==> src/rtl/burst_master_pkg.sv <==
// Shared definitions for the burst master: state encoding, field widths and
// bit positions of the packed slave-side buses.
package burst_master_pkg;

  localparam int ADDR_W = 8;
  localparam int LEN_W  = 4;
  localparam int ID_W   = 4;
  localparam int DATA_W = 8;
  localparam int BEAT_W = LEN_W + 1;

  typedef enum logic [2:0] {
    S_IDLE,
    S_AR,
    S_RD,
    S_AW,
    S_W,
    S_B,
    S_DONE
  } state_t;

  // IN = {addr, len, id}
  localparam int IN_W        = ADDR_W + LEN_W + ID_W;
  localparam int IN_ID_LSB   = 0;
  localparam int IN_LEN_LSB  = ID_W;
  localparam int IN_ADDR_LSB = ID_W + LEN_W;

  // AWIN = {addr, id}
  localparam int AWIN_W        = ADDR_W + ID_W;
  localparam int AWIN_ID_LSB   = 0;
  localparam int AWIN_ADDR_LSB = ID_W;

  // OUT = {data, err}
  localparam int OUT_W        = DATA_W + 1;
  localparam int OUT_ERR_BIT  = 0;
  localparam int OUT_DATA_LSB = 1;

  // BRESP = {err, id}
  localparam int BRESP_W       = ID_W + 1;
  localparam int BRESP_ID_LSB  = 0;
  localparam int BRESP_ERR_BIT = ID_W;

endpackage

==> src/rtl/burst_timer.sv <==
// Idle-cycle watchdog: counts enabled cycles since the last clear and flags
// when the count reaches TIMEOUT.
module burst_timer #(
  parameter int unsigned TIMEOUT = 255
) (
  input  logic clk,
  input  logic rst,
  input  logic enable,
  input  logic clear,
  output logic expired
);

  localparam int unsigned CNT_W = $clog2(TIMEOUT + 1);
  localparam logic [CNT_W-1:0] LIMIT = CNT_W'(TIMEOUT);

  logic [CNT_W-1:0] count;

  // Saturates at LIMIT so a stalled owner never sees the flag wrap away.
  always_ff @(posedge clk or posedge rst) begin
    if (rst) begin
      count <= '0;
    end else if (clear || !enable) begin
      count <= '0;
    end else if (count != LIMIT) begin
      count <= count + 1'b1;
    end
  end

  assign expired = enable && (count == LIMIT);

endmodule

==> src/rtl/burst_master.sv <==
// Single-outstanding burst master: takes one user command, runs the read
// (AR/RD) or write (AW/W/B) handshakes against the slave, then pulses done.
module burst_master
  import burst_master_pkg::*;
#(
  parameter int unsigned TIMEOUT = 255
) (
  input  logic               clk,
  input  logic               rst,
  input  logic               cmd_valid,
  output logic               cmd_ready,
  input  logic               cmd_write,
  input  logic [ADDR_W-1:0]  cmd_addr,
  input  logic [LEN_W-1:0]   cmd_len,
  input  logic [ID_W-1:0]    cmd_id,
  input  logic               wd_valid,
  output logic               wd_ready,
  input  logic [DATA_W-1:0]  wd_data,
  output logic               rd_valid,
  output logic [DATA_W-1:0]  rd_data,
  output logic               rd_err,
  output logic               rd_last,
  output logic               done,
  output logic               done_err,
  output logic [ID_W-1:0]    done_id,
  output logic               done_timeout,
  output logic               ARVALID,
  input  logic               ARREADY,
  output logic [IN_W-1:0]    IN,
  input  logic               RVALID,
  output logic               RREADY,
  input  logic               RLAST,
  input  logic [OUT_W-1:0]   OUT,
  output logic               AWVALID,
  input  logic               AWREADY,
  output logic [AWIN_W-1:0]  AWIN,
  output logic               WVALID,
  input  logic               WREADY,
  output logic               WLAST,
  output logic [DATA_W-1:0]  WDATA,
  input  logic               BVALID,
  output logic               BREADY,
  input  logic [BRESP_W-1:0] BRESP
);

  state_t              state;
  logic [ADDR_W-1:0]   addr;
  logic [LEN_W-1:0]    len;
  logic [ID_W-1:0]     id;
  logic [BEAT_W-1:0]   beat;
  logic                err;
  logic                w_phase;
  logic                hs;
  logic                active;
  logic                expired;
  logic                timed_out;
  logic                last_beat;
  logic                bresp_bad;

  assign IN        = {addr, len, id};
  assign AWIN      = {addr, id};
  assign last_beat = (beat == {1'b0, len});
  assign bresp_bad = BRESP[BRESP_ERR_BIT] || (BRESP[BRESP_ID_LSB +: ID_W] != id);

  // The write channel is a qualified pass-through of the user stream so no
  // data has to be buffered inside the master.
  assign WVALID   = w_phase && wd_valid;
  assign wd_ready = w_phase && WREADY;
  assign WLAST    = WVALID && last_beat;
  assign WDATA    = w_phase ? wd_data : '0;

  assign active = (state == S_AR) || (state == S_RD) || (state == S_AW) ||
                  (state == S_W)  || (state == S_B);

  always_comb begin
    // NOTE: the default assignment keeps this block free of inferred latches.
    hs = 1'b0;
    case (state)
      S_AR:    hs = ARREADY;
      S_RD:    hs = RVALID;
      S_AW:    hs = AWREADY;
      S_W:     hs = WVALID && WREADY;
      S_B:     hs = BVALID;
      default: hs = 1'b0;
    endcase
  end

  // A handshake landing on the expiry cycle still wins over the watchdog.
  assign timed_out = expired && !hs;

  burst_timer #(
    .TIMEOUT (TIMEOUT)
  ) u_timer (
    .clk     (clk),
    .rst     (rst),
    .enable  (active),
    .clear   (hs),
    .expired (expired)
  );

  always_ff @(posedge clk or posedge rst) begin
    if (rst) begin
      state        <= S_IDLE;
      cmd_ready    <= 1'b0;
      addr         <= '0;
      len          <= '0;
      id           <= '0;
      beat         <= '0;
      err          <= 1'b0;
      w_phase      <= 1'b0;
      ARVALID      <= 1'b0;
      RREADY       <= 1'b0;
      AWVALID      <= 1'b0;
      BREADY       <= 1'b0;
      rd_valid     <= 1'b0;
      rd_data      <= '0;
      rd_err       <= 1'b0;
      rd_last      <= 1'b0;
      done         <= 1'b0;
      done_err     <= 1'b0;
      done_id      <= '0;
      done_timeout <= 1'b0;
    end else begin
      // NOTE: state uses non-blocking assignments; later ones override these pulse defaults.
      rd_valid <= 1'b0;
      rd_last  <= 1'b0;
      done     <= 1'b0;
      if (timed_out) begin
        ARVALID      <= 1'b0;
        AWVALID      <= 1'b0;
        RREADY       <= 1'b0;
        BREADY       <= 1'b0;
        w_phase      <= 1'b0;
        state        <= S_DONE;
        done         <= 1'b1;
        done_err     <= 1'b1;
        done_timeout <= 1'b1;
        done_id      <= id;
      end else begin
        case (state)
          S_IDLE: begin
            cmd_ready <= 1'b1;
            if (cmd_valid && cmd_ready) begin
              cmd_ready    <= 1'b0;
              addr         <= cmd_addr;
              len          <= cmd_len;
              id           <= cmd_id;
              beat         <= '0;
              err          <= 1'b0;
              done_err     <= 1'b0;
              done_id      <= '0;
              done_timeout <= 1'b0;
              if (cmd_write) begin
                AWVALID <= 1'b1;
                state   <= S_AW;
              end else begin
                ARVALID <= 1'b1;
                state   <= S_AR;
              end
            end
          end
          S_AR: if (ARREADY) begin
            ARVALID <= 1'b0;
            RREADY  <= 1'b1;
            state   <= S_RD;
          end
          S_RD: if (RVALID) begin
            rd_valid <= 1'b1;
            rd_data  <= OUT[OUT_DATA_LSB +: DATA_W];
            rd_err   <= OUT[OUT_ERR_BIT];
            err      <= err || OUT[OUT_ERR_BIT];
            beat     <= beat + 1'b1;
            if (RLAST || last_beat) begin
              rd_last  <= 1'b1;
              RREADY   <= 1'b0;
              done     <= 1'b1;
              done_id  <= id;
              done_err <= err || OUT[OUT_ERR_BIT];
              state    <= S_DONE;
            end
          end
          S_AW: if (AWREADY) begin
            AWVALID <= 1'b0;
            w_phase <= 1'b1;
            state   <= S_W;
          end
          S_W: if (WVALID && WREADY) begin
            beat <= beat + 1'b1;
            if (last_beat) begin
              w_phase <= 1'b0;
              BREADY  <= 1'b1;
              state   <= S_B;
            end
          end
          S_B: if (BVALID) begin
            BREADY   <= 1'b0;
            err      <= err || bresp_bad;
            done     <= 1'b1;
            done_id  <= id;
            done_err <= err || bresp_bad;
            state    <= S_DONE;
          end
          S_DONE: begin
            cmd_ready <= 1'b1;
            state     <= S_IDLE;
          end
          default: state <= S_IDLE;
        endcase
      end
    end
  end

endmodule

==> config.mk <==
export PLATFORM = sky130hd
export DESIGN_NAME = burst_master
export DESIGN_NICKNAME = d
export VERILOG_FILES = /design/src/rtl/burst_master_pkg.sv /design/src/rtl/burst_timer.sv /design/src/rtl/burst_master.sv
export SDC_FILE = /design/constraint.sdc
export NUM_CORES = 1
export LEC_CHECK = 0
export ABC_AREA = 1
export CAP_MARGIN = 5
export CORE_UTILIZATION = 45
export CTS_CLUSTER_SIZE = 8
export DETAILED_ROUTE_END_ITERATION = 8
export PLACE_DENSITY_LB_ADDON = 0.2
export SLEW_MARGIN = 10
export SYNTH_ARGS = -nofsm -noshare
export SYNTH_HDL_FRONTEND = slang
export SYNTH_SLANG_ARGS = --single-unit
==> constraint.sdc <==
create_clock -name clk -period 1.9 [get_ports clk]
set_input_delay 0.285 -clock clk [delete_from_list [all_inputs] [get_ports clk]]
set_output_delay 0.285 -clock clk [all_outputs]
set_load 0.005 [all_outputs]
Yosys cells after proc, flatten, opt, wreduce, memory -nomap -nowiden:

Index checks and enable logic that the tools add are counted.

* add/sub/neg operators: 2
* equality and inequality tests: 24
* muxes and demuxes: 72
* bitwise logic cells: 1
* reduce and logical (&&, ||, !) cells: 44

Operators with widths (count)
* 2-to-1 mux 1 bit: 38
* 2-to-1 mux 3 bit: 9
* 2-to-1 mux 8 bit: 3
* inequality test 3 bit, second input constant: 8
* nonzero test 3 bit: 7
* 2-to-1 mux 4 bit: 5
* AND reduction 4 bit: 5
* one-hot mux 3 bit (6 select lines): 1
* 2-to-1 mux 5 bit: 3
* one-hot mux 5 bit (3 select lines): 1
* AND reduction 5 bit: 3
* one-hot mux 1 bit (2 select lines): 7
* one-hot mux 4 bit (3 select lines): 1
* equality test 3 bit, second input constant: 3
* logical OR 1 bit: 9
* adder 8 x 1 -> 8 bit, second input constant: 1
* equality test 8 bit, second input constant: 1
* inequality test 8 bit, second input constant: 1
* AND reduction 8 bit: 1
* nonzero test 2 bit: 4
* logical AND 1 bit: 7
* equality test 3 x 2 -> 1 bit, second input constant: 2
* inequality test 2 bit, second input constant: 3
* inequality test 3 x 2 -> 1 bit, second input constant: 2
* other kinds (14): 18

* register bits: 57
* bits of input ports: 49
* output and inout bits: 62
* logic and storage cells: 164

Longest topological paths before layout:

Gate-level depths: netlist (run 1).

* depth in word-level cells: 9
* depth in mapped cells: 13
* mapped depth without buffers: 12

By module:

Synthesis (run 1) repeated with hierarchy kept, for this count alone.

* cell total of the unflattened synthesis: 421
* area total of the unflattened synthesis: 3116.7 um^2

By module, submodules not included
* burst_master: instances 1, cells an instance 356, area each 2642.5 um^2, sequential area each 1226.2 um^2
* burst_timer: instances 1, cells an instance 65, area each 474.2 um^2, sequential area each 200.2 um^2

Worst setup path before layout (run 1):

OpenSTA, ideal clock, no wires.

* path kind: flip-flop to flip-flop
* start point: reg u_timer.count[0]
* end point: reg cmd_ready
* library setup time: 0.121 ns
* arrival: 1.539 ns
* data required time: 1.779 ns
* path slack: 0.240 ns
* stages on the path, launching flop included: 11
* buffers on the path: 2
* clock period less this slack: 1.660 ns
* path through: dfrtp_1 -> ha_1 -> inv_1 -> nor2_1 -> nand2_1 -> nor2_4 -> nand3_4 -> buf_6 -> buf_6 -> a31oi_1 -> nor2_1

* word-level cells in the longest chain between the ends: 5

RTL lines
* start: declaration: line burst_timer.sv:16 `logic [CNT_W-1:0] count;`
* start signal: assignment: line burst_timer.sv:25 `count <= count + 1'b1;`
* equality test 8 bit: line burst_timer.sv:29 `assign expired = enable && (count == LIMIT);`
* logical AND 1 bit: line burst_timer.sv:29
* logical AND 1 bit: line burst_master.sv:89 `assign timed_out = expired && !hs;`
* inverter 1 bit (no line)
* AND reduction 2 bit (no line)
* end signal: assignment: line burst_master.sv:104 `cmd_ready <= 1'b0;`
* end signal: assignment: line burst_master.sv:142 `cmd_ready <= 1'b1;`
* end signal: assignment: line burst_master.sv:144 `cmd_ready <= 1'b0;`
* end: declaration: line burst_master.sv:11 `output logic cmd_ready,`

No other way between the ends.
A chain may end at the register's enable or synchronous reset.

Final worst setup path (run 1):

* start point: reg state[1]
* end point: reg done_id[3]

* word-level cells in the longest chain between the ends: 9
* elaborated cells between the ends (all ways): 22
* those cells by class: 9 x eq/ne; 3 x mux; 10 x reduce/logical

RTL lines
* start: declaration: line burst_master.sv:46 `state_t state;`
* start signal: assignment: line burst_master.sv:103 `state <= S_IDLE;`
* start signal: assignment: line burst_master.sv:134 `state <= S_DONE;`
* start signal: assignment: line burst_master.sv:155 `state <= S_AW;`
* equality test 3 x 1 -> 1 bit or equality test 3 x 2 -> 1 bit (tied branches): line burst_master.sv:72, burst_master.sv:78, burst_master.sv:140
* logical OR 1 bit (3 in series): line burst_master.sv:72 `assign active = (state == S_AR) || (state == S_RD) || (state == S_AW) ||`
* logical OR 1 bit: line burst_master.sv:73 `(state == S_W) || (state == S_B);`
* logical AND 1 bit: line burst_timer.sv:29
* logical AND 1 bit: line burst_master.sv:89
* inequality test 3 bit (no line) (tied with other cells)
* AND reduction 5 bit (no line)
* end signal: assignment: line burst_master.sv:138 `done_id <= id;`
* end signal: assignment: line burst_master.sv:177 `done_id <= id;`
* end signal: assignment: line burst_master.sv:199 `done_id <= id;`
* end: declaration: line burst_master.sv:25 `output logic [ID_W-1:0] done_id,`

Parallel ways exist; a longest one is shown, timed or not.

==> results.yml, run 1 <==
status:
  status: "finished, violations left"
  failed_checks: "DRC"
timing:
  period_share_pct: 96.7
  final-setup-viol-count: 0
  rsz0062_at_grt: "true"
  max_freq_mhz: 544
  skew_ns: 0.00881
  hold_viol: 0
  fin_tns_setup_ns: 0
  fin_crit_ns: 1.84
  drv_slew: 0
  final.setup.worst_slack_ns: 0.0624
  worst_pin_slew_ns: 0.406
  slew-limit-headroom_pct: 72.9
yosys:
  synth.distinct_cells: 35
  yosysSeqAreaShare_pct: 46.9
  ys_async_sr_fraction_pct: 100
  synth_common_cells: "144 x nand2_1, 57 x dfrtp_1, 52 x inv_1"
  yosysMostFrequentCell: "nand2_1"
  yosysTopAreaCellShare_pct: 46.9
  syn_inst: 401
  synthFlopType: "dfrtp_1"
  synth_edf_count: 0
  yosysWarningCount: 0
  synth_area_mm2: 0.00304
  ys_ff_latch: 57
  avgSynthCellArea_um2: 7.58
  syn_nets: 452
  ys_top_cells_by_area: "dfrtp_1 47%, nand2_1 18%, inv_1 6.4%"
  yosysTopAreaCell: "dfrtp_1"
detailed_routing:
  route.top_layer_used: "met4"
  drt_wl_total_um: 8290
  drt_iter0_drc: 196
  met3_length_um: 543
  wl_met1_um: 3600
  routedWlPerCell_um: 13.6
  route.met2.wl_um: 4040
  viasPerCell: 4.92
  first_pass_iters: 7
  ant_nets: 0
  vias: 3009
  drcViolationCount: 23
worst_setup_path:
  cp-start-kind: "register"
  r2r_end: "done_id[3]$_DFFE_PP0P_"
  path_class: "reg -> reg"
  end_kind: "register"
  r2r_slack_ns: 0.06
  reg2regPathDepth: 9
  critical_path_required_ns: 2.14
  cp_max_fo: 8
  r2r_start: "state[1]$_DFFE_PP0P_"
  arrival_ns: 2.08
min_path:
  hp-class: "in -> async"
floorplanning:
  core_mm2: 0.00642
  die_y_um: 84.2
  dieArea_mm2: 0.00709
  start_util_pct: 47.3
  io-pin-count: 111
  die_w_um: 84.2
  rows: 29
global_routing:
  grt_first_pass_wirelength_um: 13400
  grt_use_total_pct: 24.0
  overflow: 0
  antenna_found_initial: 0
  grt_max_degree: 58
  grt_pass1_vias: 2750
finish:
  syn_to_final_growth_pct: 51.9
  diodes: 0
  nNetsFinal: 580
  drive_gt1_share_pct: 16.7
clock_network:
  clock_path_buffers: 2
  cts_tree: "built"
  ctsHoldBuffers: 0
  clk_pin_slew_ns: 0.07
  clockRootBuffer: "clkbuf_8"
  cts_sinks: 57
  clock_latency_ns: 0.35
  h-tree-depth: 3
  cts_buffers: 9
place:
  gp_congestion: 0.914
  place_ws_ns: -0.0886
  port_buffers: 110
  dp_hpwl_um: 5790
power:
  leakagePower_uw: 0.00232
  peakVddDrop_mv: 0.983
  powerDensity_mw_per_mm2: 1470
  p_total_uw: 6810
job:
  cap_viol_max_count: 0
==> cell type report <==
cell class	instances	area [um^2]
well taps	77	96.3
repair buffers	138	1330
multi-input cells	267	1330
inverters	56	210
clock inverters	6	90.1
fillers	520	1800
clock buffers	10	138
flip-flops and latches	57	1430
==> how the worst max path moves through the flow <==
stage / cells past startpoint / to / start / slack (ns)
6_report: 9 / done_id[3]$_DFFE_PP0P_ / state[1]$_DFFE_PP0P_ / 0.06
5_1_grt: 10 / done_id[2]$_DFFE_PP0P_ / u_timer.count[1]$_DFFE_PP0P_ / -0.06
4_1_cts: 10 / done_id[2]$_DFFE_PP0P_ / u_timer.count[1]$_DFFE_PP0P_ / 0.01
3_5_place_dp: 9 / done_err$_DFFE_PP0P_ / ARREADY / -0.09
3_3_place_gp: 9 / done_err$_DFFE_PP0P_ / BVALID / -0.003
2_1_floorplan: 1 / ARVALID$_DFFE_PP0P_ / rst / 0.22
==> timing repair <==
action	in CTS	in global routing
gates resized for setup	5	19
buffers inserted	2	3
cloned	0	1
pin swaps	4	14
setup endpoints to repair	8	10
==> per-layer routing <==
metal  vias up  global-route usage [%]
li1       1495                       -
met1      1400                    31.6
met3        10                    5.21
met2       104                    39.1
met5         -                       0
met4         0                    8.93
==> per-stage QoR <==
| step | std cells | hold WS [ns] | util [%] | instance area [um^2] |
|---|---|---|---|---|
| 2_1_floorplan | 401 | 0.402 | - | 3040 |
| 3_3_place_gp | 589 | 0.454 | 66.5 | 4270 |
| 3_5_place_dp | 589 | 0.462 | 66.5 | 4270 |
| 4_1_cts | 607 | 0.317 | 70.4 | 4520 |
| 5_1_grt | 611 | 0.339 | 71.9 | 4620 |
| 6_report | 611 | 0.305 | 71.9 | 4620 |
==> power by group <==
group | internal, uW | leakage (uW) | total [uW] | switching [uW]
combinational | 1760 | 0.00147 | 3460 | 1700
sequential | 1660 | 0.000730 | 2030 | 371
clock | 778 | 0.000113 | 1320 | 541
==> critical path: stages (launching register included) <==
cell,delay [ns]
dfrtp_2,0.48
inv_2,0.10
nand4_1,0.15
nand2_1,0.11
nor2_4,0.18
nand3_4,0.16
nand3_2,0.12
nand4_1,0.23
nand2_1,0.14
nand2_1,0.07
==> cells by family (layout without fill, tap and decap cells) <==
| logic type | count (synthesis) | count (layout) | synth area share [%] |
|---|---|---|---|
| compound gates | 41 | 41 | 7.86 |
| xor+xnor | 3 | 3 | 0.864 |
| fa+ha+maj | 2 | 2 | 0.823 |
| buf+inv | 78 | 210 | 11.9 |
| flops | 57 | 57 | 46.9 |
| simple gates | 220 | 221 | 31.6 |
==> cell usage in the layout, fill, tap and decap left out, drive strengths merged, types with 2 or more instances in the layout <==
cell type        n
nand2          150
dfrtp           57
o31ai            2
a31oi            4
inv             56
buf             28
clkdlybuf4s50  109
nor2            33
clkbuf          10
clkinv           3
or2              3
ha               2
bufinv           2
o21ai           17
nand3           20
nand4            7
a21oi           13
xor2             2
nor3             7
==> sequential cells by signal (all words and copies together), names as in the netlist <==
name,count
addr,8
rd_data,8
u_timer.count,8
beat,5
done_id,4
id,4
len,4
state,3
ARVALID,1
AWVALID,1
BREADY,1
RREADY,1
cmd_ready,1
done,1
done_err,1
done_timeout,1
err,1
rd_err,1
rd_last,1
rd_valid,1
w_phase,1
Note: power is estimated with default switching activity, not from simulation.
==> run 2: changes to the inputs <==
--- a/config.mk
+++ b/config.mk
@@ -8,8 +8,9 @@
 export ABC_AREA = 1
 export CAP_MARGIN = 5
 export CORE_UTILIZATION = 45
-export CTS_CLUSTER_SIZE = 8
+export CTS_CLUSTER_SIZE = 12
 export DETAILED_ROUTE_END_ITERATION = 8
+export DONT_BUFFER_PORTS = 1
 export PLACE_DENSITY_LB_ADDON = 0.2
 export SLEW_MARGIN = 10
 export SYNTH_ARGS = -nofsm -noshare
==> run 2 against run 1 <==
  * The run still ends with DRC left
  * Register-to-register slack improved by 0.04 ns
  * Largest power group unchanged
  * Die area unchanged
  * Final area decreased by 24%
  * Highest routed layer unchanged
  * Via count decreased by 14%
==> results.yml, run 2 (synthesis gave the netlist of run 1 again) <==
floorplanning:
  core_mm2: 0.00642
  start_util_pct: 47.3
  dieArea_mm2: 0.00709
  die_w_um: 84.2
  die_y_um: 84.2
  io-pin-count: 111
  rows: 29
place:
  placedInstanceArea_mm2: 0.00317
  gp_congestion: 0.923
  dp_hpwl_um: 5180
  port_buffers: 0
global_routing:
  overflow: 0
  grt_pass1_vias: 2358
  antenna_found_initial: 0
  grt_max_degree: 35
  grt_use_total_pct: 20.4
  grt_first_pass_wirelength_um: 11100
detailed_routing:
  viasPerCell: 5.15
  drt_iter0_drc: 214
  vias: 2583
  ant_nets: 0
  drcViolationCount: 23
  routedWlPerCell_um: 13.7
  first_pass_iters: 7
  drt_wl_total_um: 6900
clock_network:
  clockRootBuffer: "clkbuf_8"
  cts_sinks: 57
  h-tree-depth: 3
  cts_tree: "built"
  cts_buffers: 9
  clock_latency_ns: 0.34
  clock_path_buffers: 2
  clk_pin_slew_ns: 0.07
finish:
  diodes: 0
  fin_area_mm2: 0.00351
  nNetsFinal: 472
  mostFrequentLayoutCell: "nand2_1"
  final_cell_mix: "143 x nand2_1, 55 x dfrtp_1, 51 x inv_1, 28 x buf_4, 20 x nor2_1"
  final_util_pct: 54.6
  top_regs: "addr (8), rd_data (8), u_timer.count (8)"
  syn_to_final_growth_pct: 15.3
  drive_gt1_share_pct: 19.3
timing:
  fin_hold_ws_ns: 0.0557
  slew-limit-headroom_pct: 64.6
  period_share_pct: 94.7
  fin_crit_ns: 1.80
  worst_pin_slew_ns: 0.530
  max_freq_mhz: 556
  fin_tns_setup_ns: 0
  hold_viol: 0
  rsz0062_at_grt: "false"
  final-setup-viol-count: 0
  skew_ns: 0.00669
  drv_slew: 0
power:
  p_total_uw: 5560
  leakagePower_uw: 0.00190
  powerDensity_mw_per_mm2: 1590
  peakVddDrop_mv: 0.727
status:
  status: "finished, violations left"
  failed_checks: "DRC"
worst_setup_path:
  cp_cell_sequence: "inv_2 > nand2_1 > nand2_2 > nor2_4 > nor2_4 > nand3_4 > nand3_2 > nand4_1 > nand2_1 > nand2_1"
  critPathMaxStageDelay_ns: 0.49
  critical_path_required_ns: 2.13
  cp-start-kind: "register"
  path_class: "reg -> reg"
  slowest_stage: "dfrtp_2"
  cp_max_fo: 8
  arrival_ns: 2.03
  critPathMostFrequentCell: "nand2_1"
  end_kind: "register"
job:
  cap_viol_max_count: 0
min_path:
  hp-class: "in -> reg"
==> run 2: changes by cell type in the layout (fill, tap and decap cells not counted), moves of 2 or more <==
cell,before,now
clkdlybuf4s50_1,109,0
nand2_1,139,143
inv_1,48,51
inv_2,7,4
nand2_2,10,7
buf_4,26,28
clkinv_2,1,3
nor2_4,6,8
==> run 2: through the flow <==
step	cells	worst slack, ns
2_1_floorplan	401	0.215
3_3_place_gp	479	0.0241
3_5_place_dp	479	-0.0146
4_1_cts	495	0.00143
5_1_grt	502	0.00156
6_report	502	0.100
==> run 2: worst paths after layout <==
| path | start | to | slack (ns) | cells past startpoint |
|---|---|---|---|---|
| hold reg to reg | rd_data[2]$_DFFE_PP0P_ | rd_data[2]$_DFFE_PP0P_ | 0.50 | 2 |
| hold / removal | cmd_len[2] | len[2]$_DFFE_PP0P_ | 0.06 | 2 |
| setup / recovery | state[1]$_DFFE_PP0P_ | done_err$_DFFE_PP0P_ | 0.10 | 10 |
| setup reg to reg | state[1]$_DFFE_PP0P_ | done_err$_DFFE_PP0P_ | 0.10 | 10 |
| max in group asynchronous | rst | len[3]$_DFFE_PP0P_ | 0.90 | 3 |
| min in group asynchronous | rst | addr[1]$_DFFE_PP0P_ | 0.44 | 2 |
==> run 2: timing repair <==
item | 4_1_cts | 5_1_grt
resized for setup | 1 | 16
endpoints found under the hold margin | 23 | 0
endpoints found under the setup margin | 6 | 18
buffers inserted | 0 | 6
pin swaps | 0 | 5
hold buffers | 1 | 0
cloned | 0 | 1
==> run 2: where the power goes <==
group | switching [uW] | leakage [uW] | total [uW] | internal, uW
combinational | 1390 | 0.00106 | 2230 | 836
sequential | 463 | 0.000730 | 2130 | 1670
clock | 482 | 0.000109 | 1210 | 725
==> run 2: metal layers <==
layer | part of all wire, % | global-route usage [%] | vias up
met5 | 0 | 0 | -
met4 | 2.7 | 9.25 | 0
met3 | 8.5 | 7.96 | 14
met2 | 45 | 31.5 | 97
met1 | 44 | 25.4 | 1184
li1 | - | - | 1288
==> run 2: cell type report <==
type	count	area [um^2]
timing repair buffer	30	240
sequential	57	1430
multi-input combinational	267	1320
clock inverter	6	83.8
inverter	56	210
tap	77	96.3
clock buffer	9	124
fill	609	2920
==> run 2: worst max-delay path, delay by kind of cell, from the launching register on <==
family / cells / cell delay [ns]
buf+inv: 1 / 0.11
flops: 1 / 0.49
simple gates: 9 / 1.09
